==> src/rtl/online_otf_convert_if.sv <==
// Handshake bundle between the online multiplier, the OTF converter and result capture.
// Optional early-sign outputs are present only when OTF_EARLY_SIGN_EN is defined.
interface online_otf_convert_if #(
  parameter int N = 8
);
  logic            in_valid;
  logic            in_ready;
  logic [2*N-1:0]  z;
  logic            out_valid;
  logic            out_ready;
  logic [N:0]      q;
  logic            busy;
`ifdef OTF_EARLY_SIGN_EN
  logic            sign_valid;
  logic            sign_neg;
`endif

  modport master (
    output in_valid, z, out_ready,
    input  in_ready, out_valid, q, busy
`ifdef OTF_EARLY_SIGN_EN
    , input sign_valid, sign_neg
`endif
  );

  modport slave (
    input  in_valid, z, out_ready,
    output in_ready, out_valid, q, busy
`ifdef OTF_EARLY_SIGN_EN
    , output sign_valid, sign_neg
`endif
  );
endinterface

==> src/rtl/online_otf_convert.sv <==
// On-the-fly conversion of an N-digit borrow-save word (MSD first) into an N+1 bit
// two's-complement fraction. Optional early sign report under OTF_EARLY_SIGN_EN.
module online_otf_convert #(
  parameter int N = 8
) (
  input logic                  clk,
  input logic                  rst_n,
  online_otf_convert_if.slave  bus
);
  localparam int WL = 2 * N;
  localparam int CW = $clog2(N + 1);

  typedef enum logic [1:0] {IDLE, CONV, DONE} state_e;

  state_e          state_q, state_d;
  logic [WL-1:0]   sr_q, sr_d;
  logic [N:0]      acc_q, acc_d;    // Q: value of digits consumed so far
  logic [N:0]      accm_q, accm_d;  // QM: Q minus one ulp of the current position
  logic [N:0]      res_q, res_d;
  logic [CW-1:0]   cnt_q, cnt_d;
  logic            out_valid_q, out_valid_d;
  logic            d_pos, d_neg;

  // Codes 00 and 11 both decode to zero.
  assign d_pos = sr_q[WL-1] & ~sr_q[WL-2];
  assign d_neg = sr_q[WL-2] & ~sr_q[WL-1];

`ifdef OTF_EARLY_SIGN_EN
  logic sign_valid_q, sign_valid_d;
  logic sign_neg_q, sign_neg_d;
`endif

  always_comb begin
    state_d     = state_q;
    sr_d        = sr_q;
    acc_d       = acc_q;
    accm_d      = accm_q;
    res_d       = res_q;
    cnt_d       = cnt_q;
    out_valid_d = out_valid_q;
`ifdef OTF_EARLY_SIGN_EN
    sign_valid_d = sign_valid_q;
    sign_neg_d   = sign_neg_q;
`endif
    case (state_q)
      IDLE: begin
        if (bus.in_valid) begin
          sr_d    = bus.z;
          acc_d   = '0;
          accm_d  = '1;
          cnt_d   = '0;
          state_d = CONV;
`ifdef OTF_EARLY_SIGN_EN
          sign_valid_d = 1'b0;
          sign_neg_d   = 1'b0;
`endif
        end
      end
      CONV: begin
        sr_d = {sr_q[WL-3:0], 2'b00};
        if (d_pos) begin
          acc_d  = {acc_q[N-1:0], 1'b1};
          accm_d = {acc_q[N-1:0], 1'b0};
        end else if (d_neg) begin
          acc_d  = {accm_q[N-1:0], 1'b1};
          accm_d = {accm_q[N-1:0], 1'b0};
        end else begin
          acc_d  = {acc_q[N-1:0], 1'b0};
          accm_d = {accm_q[N-1:0], 1'b1};
        end
`ifdef OTF_EARLY_SIGN_EN
        if (!sign_valid_q && (d_pos || d_neg)) begin
          sign_valid_d = 1'b1;
          sign_neg_d   = d_neg;
        end
`endif
        cnt_d = cnt_q + CW'(1);
        // Last digit: publish the freshly updated Q on the same edge.
        if (cnt_q == CW'(N - 1)) begin
          cnt_d       = '0;
          res_d       = acc_d;
          out_valid_d = 1'b1;
          state_d     = DONE;
        end
      end
      DONE: begin
        if (bus.out_ready) begin
          out_valid_d = 1'b0;
          state_d     = IDLE;
        end
      end
      default: state_d = IDLE;
    endcase
  end

  always_ff @(posedge clk or negedge rst_n) begin
    if (!rst_n) begin
      state_q     <= IDLE;
      sr_q        <= '0;
      acc_q       <= '0;
      accm_q      <= '1;
      res_q       <= '0;
      cnt_q       <= '0;
      out_valid_q <= 1'b0;
    end else begin
      state_q     <= state_d;
      sr_q        <= sr_d;
      acc_q       <= acc_d;
      accm_q      <= accm_d;
      res_q       <= res_d;
      cnt_q       <= cnt_d;
      out_valid_q <= out_valid_d;
    end
  end

`ifdef OTF_EARLY_SIGN_EN
  always_ff @(posedge clk or negedge rst_n) begin
    if (!rst_n) begin
      sign_valid_q <= 1'b0;
      sign_neg_q   <= 1'b0;
    end else begin
      sign_valid_q <= sign_valid_d;
      sign_neg_q   <= sign_neg_d;
    end
  end

  assign bus.sign_valid = sign_valid_q;
  assign bus.sign_neg   = sign_neg_q;
`endif

  // in_ready is gated by reset so nothing is accepted while rst_n is low.
  assign bus.in_ready  = (state_q == IDLE) & rst_n;
  assign bus.busy      = (state_q == CONV);
  assign bus.out_valid = out_valid_q;
  assign bus.q         = res_q;
endmodule

==> src/flat_wrapper.sv <==
// flat-port wrapper written by rule: the top's interface ports become plain ports
module online_otf_convert_flat 
#(
  parameter int N = 8
)
  (clk, rst_n, bus_in_valid, bus_z, bus_out_ready, bus_in_ready, bus_out_valid, bus_q, bus_busy);
  online_otf_convert_if #(.N(N)) bus_i ();
  input logic clk;
  input logic rst_n;
  input wire logic [$bits(bus_i.in_valid)-1:0] bus_in_valid;
  input wire logic [$bits(bus_i.z)-1:0] bus_z;
  input wire logic [$bits(bus_i.out_ready)-1:0] bus_out_ready;
  output wire logic [$bits(bus_i.in_ready)-1:0] bus_in_ready;
  output wire logic [$bits(bus_i.out_valid)-1:0] bus_out_valid;
  output wire logic [$bits(bus_i.q)-1:0] bus_q;
  output wire logic [$bits(bus_i.busy)-1:0] bus_busy;
  assign bus_i.in_valid = bus_in_valid;
  assign bus_i.z = bus_z;
  assign bus_i.out_ready = bus_out_ready;
  assign bus_in_ready = bus_i.in_ready;
  assign bus_out_valid = bus_i.out_valid;
  assign bus_q = bus_i.q;
  assign bus_busy = bus_i.busy;
  online_otf_convert #(.N(N)) u_core (.clk(clk), .rst_n(rst_n), .bus(bus_i));
endmodule
==> config.mk <==
export PLATFORM = sky130hd
export DESIGN_NAME = online_otf_convert_flat
export DESIGN_NICKNAME = d
export VERILOG_FILES = /design/src/rtl/online_otf_convert_if.sv /design/src/rtl/online_otf_convert.sv /design/src/flat_wrapper.sv
export SDC_FILE = /design/constraint.sdc
export NUM_CORES = 1
export LEC_CHECK = 0
export CAP_MARGIN = 10
export CORE_MARGIN = 3
export CORE_UTILIZATION = 54
export CTS_CLUSTER_SIZE = 24
export DETAILED_ROUTE_END_ITERATION = 10
export GPL_ROUTABILITY_DRIVEN = 0
export PLACE_DENSITY = 0.9
export SYNTH_ARGS = -nofsm -noshare
export SYNTH_HDL_FRONTEND = slang
export SYNTH_SLANG_ARGS = --single-unit
==> constraint.sdc <==
create_clock -name clk -period 2.3 [get_ports clk]
set_clock_uncertainty 0.1 [all_clocks]
set_input_delay 0.46 -clock clk [delete_from_list [all_inputs] [get_ports clk]]
set_output_delay 0.46 -clock clk [all_outputs]
set_load 0.02 [all_outputs]
==> impl_metrics.env <==
export IMPL_crit_start="u_core.state_q[0]"
export IMPL_synth_xor_area_frac=0
export IMPL_maxCapViolations=0
export IMPL_path_depth=2
export IMPL_cts_resized=0
export IMPL_timing_rr_start="u_core.sr_q[15]"
export IMPL_num_vias=1618
export IMPL_finalHoldViolCount=0
export IMPL_final_util=0.7068
export IMPL_finalSetupTns_ns=0
export IMPL_min_period_ns=2.178
export IMPL_crit_arrival_ns=1.62
export IMPL_n_antenna_cell=0
export IMPL_cts_buffers=5
export IMPL_cp_top_family="buffers and inverters"
export IMPL_grt_max_degree=49
export IMPL_p_per_area_mw_per_mm2=1343
export IMPL_yosys_cell_types_count=33
export IMPL_critPathMaxFanout=6
export IMPL_fp_coreArea_mm2=0.003854
export IMPL_cts_setup_buffers=0
export IMPL_clock_sinks=48
export IMPL_cp_start_kind="flop"
export IMPL_insertion_delay_ns=0.30
export IMPL_yosys_mux_area_fraction=0.1348
export IMPL_die_y_um=70.64
export IMPL_synth_area_mm2=0.002256
export IMPL_drtPass1Iterations=4
export IMPL_cts_buffer_depth=2
export IMPL_crit_chain="nor3b_1 > clkdlybuf4s50_1"
export IMPL_status="completed"
export IMPL_drt_iter0_markers=176
export IMPL_cp_slowest_cell="clkdlybuf4s50_1"
export IMPL_grt_pass1_wl_mm=7.341
export IMPL_synth_top_cells_by_area="dfrtp_1, dfstp_2, mux2_4"
export IMPL_cts_tree="yes"
export IMPL_multi_input_area_um2=945.9
export IMPL_clk_pin_slew_worst_paths_ns=0.08
export IMPL_yosys_area_share_simple=0.1098
export IMPL_grt_setup_unrepaired="false"
export IMPL_synth_top_family_by_area="compound AO/OA/AOI/OAI gates"
export IMPL_layout_drive_gt1_share=0.2165
export IMPL_synth_nets=216
export IMPL_grt_total_usage=0.1818
export IMPL_p_clk_frac=0.140
export IMPL_slew_headroom=0.6033
export IMPL_synth_compound_area_frac=0.1581
export IMPL_tightest_slew_ns=0.5951
export IMPL_regArea_mm2=0.001211
export IMPL_root_buffer="clkbuf_8"
export IMPL_critPathBufInv=1
export IMPL_wl_per_cell_um=15.66
export IMPL_power_net_switching_mw=1.296
export IMPL_synth_fa_ha_area_frac=0.01664
export IMPL_fmax_ghz=0.4591
export IMPL_routed_wl_mm=4.368
export IMPL_power_mw=3.659
export IMPL_die_area_mm2=0.004989
export IMPL_rr_worst_depth=6
export IMPL_hold_class="primary input to asynchronous set/reset pin"
export IMPL_sw_frac_of_total=0.3542
export IMPL_p_comb_frac=0.450
export IMPL_area_growth_pct=20.74
export IMPL_fp_dieW_um=70.64
export IMPL_fin_hold_ws_ns=0.1572
export IMPL_h_tree_depth=2
export IMPL_io_buffers=31
export IMPL_floorplan_initialDensity=0.5854
export IMPL_vias_per_cell=5.799
export IMPL_synthCells=193
export IMPL_worstPathRequired_ns=1.74
export IMPL_drv_slew=0
export IMPL_dpl_instance_area_mm2=0.002631
export IMPL_rows=22
export IMPL_yosys_warnings=0
export IMPL_yosysTopAreaCell="dfrtp_1"
export IMPL_yosys_area_top_type_share=0.4437
export IMPL_overflow=0
export IMPL_worst_setup_path_end_kind="output pin"
export IMPL_syn_avg_cell_area_um2=11.69
export IMPL_nets=253
export IMPL_synth_seq_cells=48
export IMPL_worst_slack_ns=0.1219
export IMPL_placedCellCount=271
export IMPL_fill_cells=280
export IMPL_power_frac_seq=0.410
export IMPL_intPower_mw=2.363
export IMPL_setup_violations=0
export IMPL_stdcell_area_mm2=0.002724
export IMPL_seq_area_frac_synth=0.5369
export IMPL_antenna_found_initial=0
export IMPL_antenna_left=0
export IMPL_cts_hold_fix_buffers=0
export IMPL_ios=32
export IMPL_dp_slack_ns=0.3795
export IMPL_final_instance_count_excl_fill=279
export IMPL_cp_slowest_stage_delay_ns=0.63
export IMPL_p_leak_nw=1.220
export IMPL_dp_final_hpwl_mm=2.995
export IMPL_drc=0
export IMPL_peakVddDrop_uv=595.1
export IMPL_grt_pass1_vias=1589
export IMPL_crit_type="flop to output pin"
export IMPL_fin_crit_sh=0.9470
==> registers in the layout, indices dropped and copies added, names as in the netlist <==
signal and flops:
u_core.acc_q 8, u_core.accm_q 8, u_core.bus.out_valid 1, u_core.bus.q 9, u_core.cnt_q 4, u_core.sr_q 16
u_core.state_q 2
==> power groups by stage <==
stage               Sequential [mW]  Combinational [mW]  Clock (mW)
floorplan                      1.54                1.12           0
global placement               1.49                1.59           0
detailed placement             1.51                1.64           0
CTS                            1.50                1.66       0.519
global route                   1.55                1.79       0.556
finish                         1.50                1.65       0.512
==> layout by cell type, fill, tap and decap left out, types with 3 or more instances in the layout <==
cell type        count
nor2_1              10
and3b_1              6
clkdlybuf4s50_1     30
o21ai_0             16
mux2_2               7
inv_1                4
a21oi_1             14
clkbuf_8             6
a22o_1              11
mux2_4               9
nand2_1             16
dfstp_2              8
a22oi_1              8
mux2i_1              9
ha_1                 3
nand3_1              3
dfrtp_1             40
buf_4               12
==> kinds of logic after synthesis <==
logic type / after synthesis
compound gates: 55
flops: 48
simple gates: 44
mux: 25
buf+inv: 18
fa+ha+maj: 3
==> synthesized netlist by cell type <==
library cell / number
o21ai_0: 16
nor2b_2: 1
nor2b_1: 2
nand2_1: 16
nand3_1: 3
inv_1: 4
mux2i_1: 9
o21ba_2: 1
o22ai_1: 2
a22o_1: 11
nand2b_4: 1
nor3_4: 1
o21bai_2: 1
a21oi_1: 14
dfrtp_1: 40
mux2_4: 9
o22a_1: 1
clkinv_1: 1
and4b_1: 1
buf_2: 4
ha_1: 3
clkbuf_1: 4
or4_1: 1
a22oi_1: 8
nor3b_1: 1
a21o_1: 1
nor2_1: 10
buf_6: 2
and3b_1: 6
mux2_2: 7
nand2b_1: 1
buf_4: 3
dfstp_2: 8
==> worst paths after layout <==
check	end	slack, ns
max in group asynchronous	u_core.sr_q[6]	1.53
hold reg to reg	u_core.sr_q[3]	0.39
setup reg to reg	u_core.bus.q[2]	0.57
min in group clk	u_core.sr_q[3]	0.39
setup / recovery	bus_in_ready	0.12
hold / removal	u_core.sr_q[5]	0.16
==> routing by layer <==
layer | wire, um | GRT usage
met2 | 2228 | 0.2890
met3 | 121 | 0.03551
met4 | 24 | 0.05010
met1 | 1993 | 0.2567
met5 | 0 | 0
==> layout make-up <==
type | instances | share of cell area
clock inverters | 2 | 0.003675
inverters | 5 | 0.006890
repair buffers | 43 | 0.1452
well taps | 48 | 0.02205
flip-flops and latches | 48 | 0.4446
clock buffers | 6 | 0.03032
multi-input cells | 127 | 0.3473
Note: power is estimated with default switching activity, not from simulation.
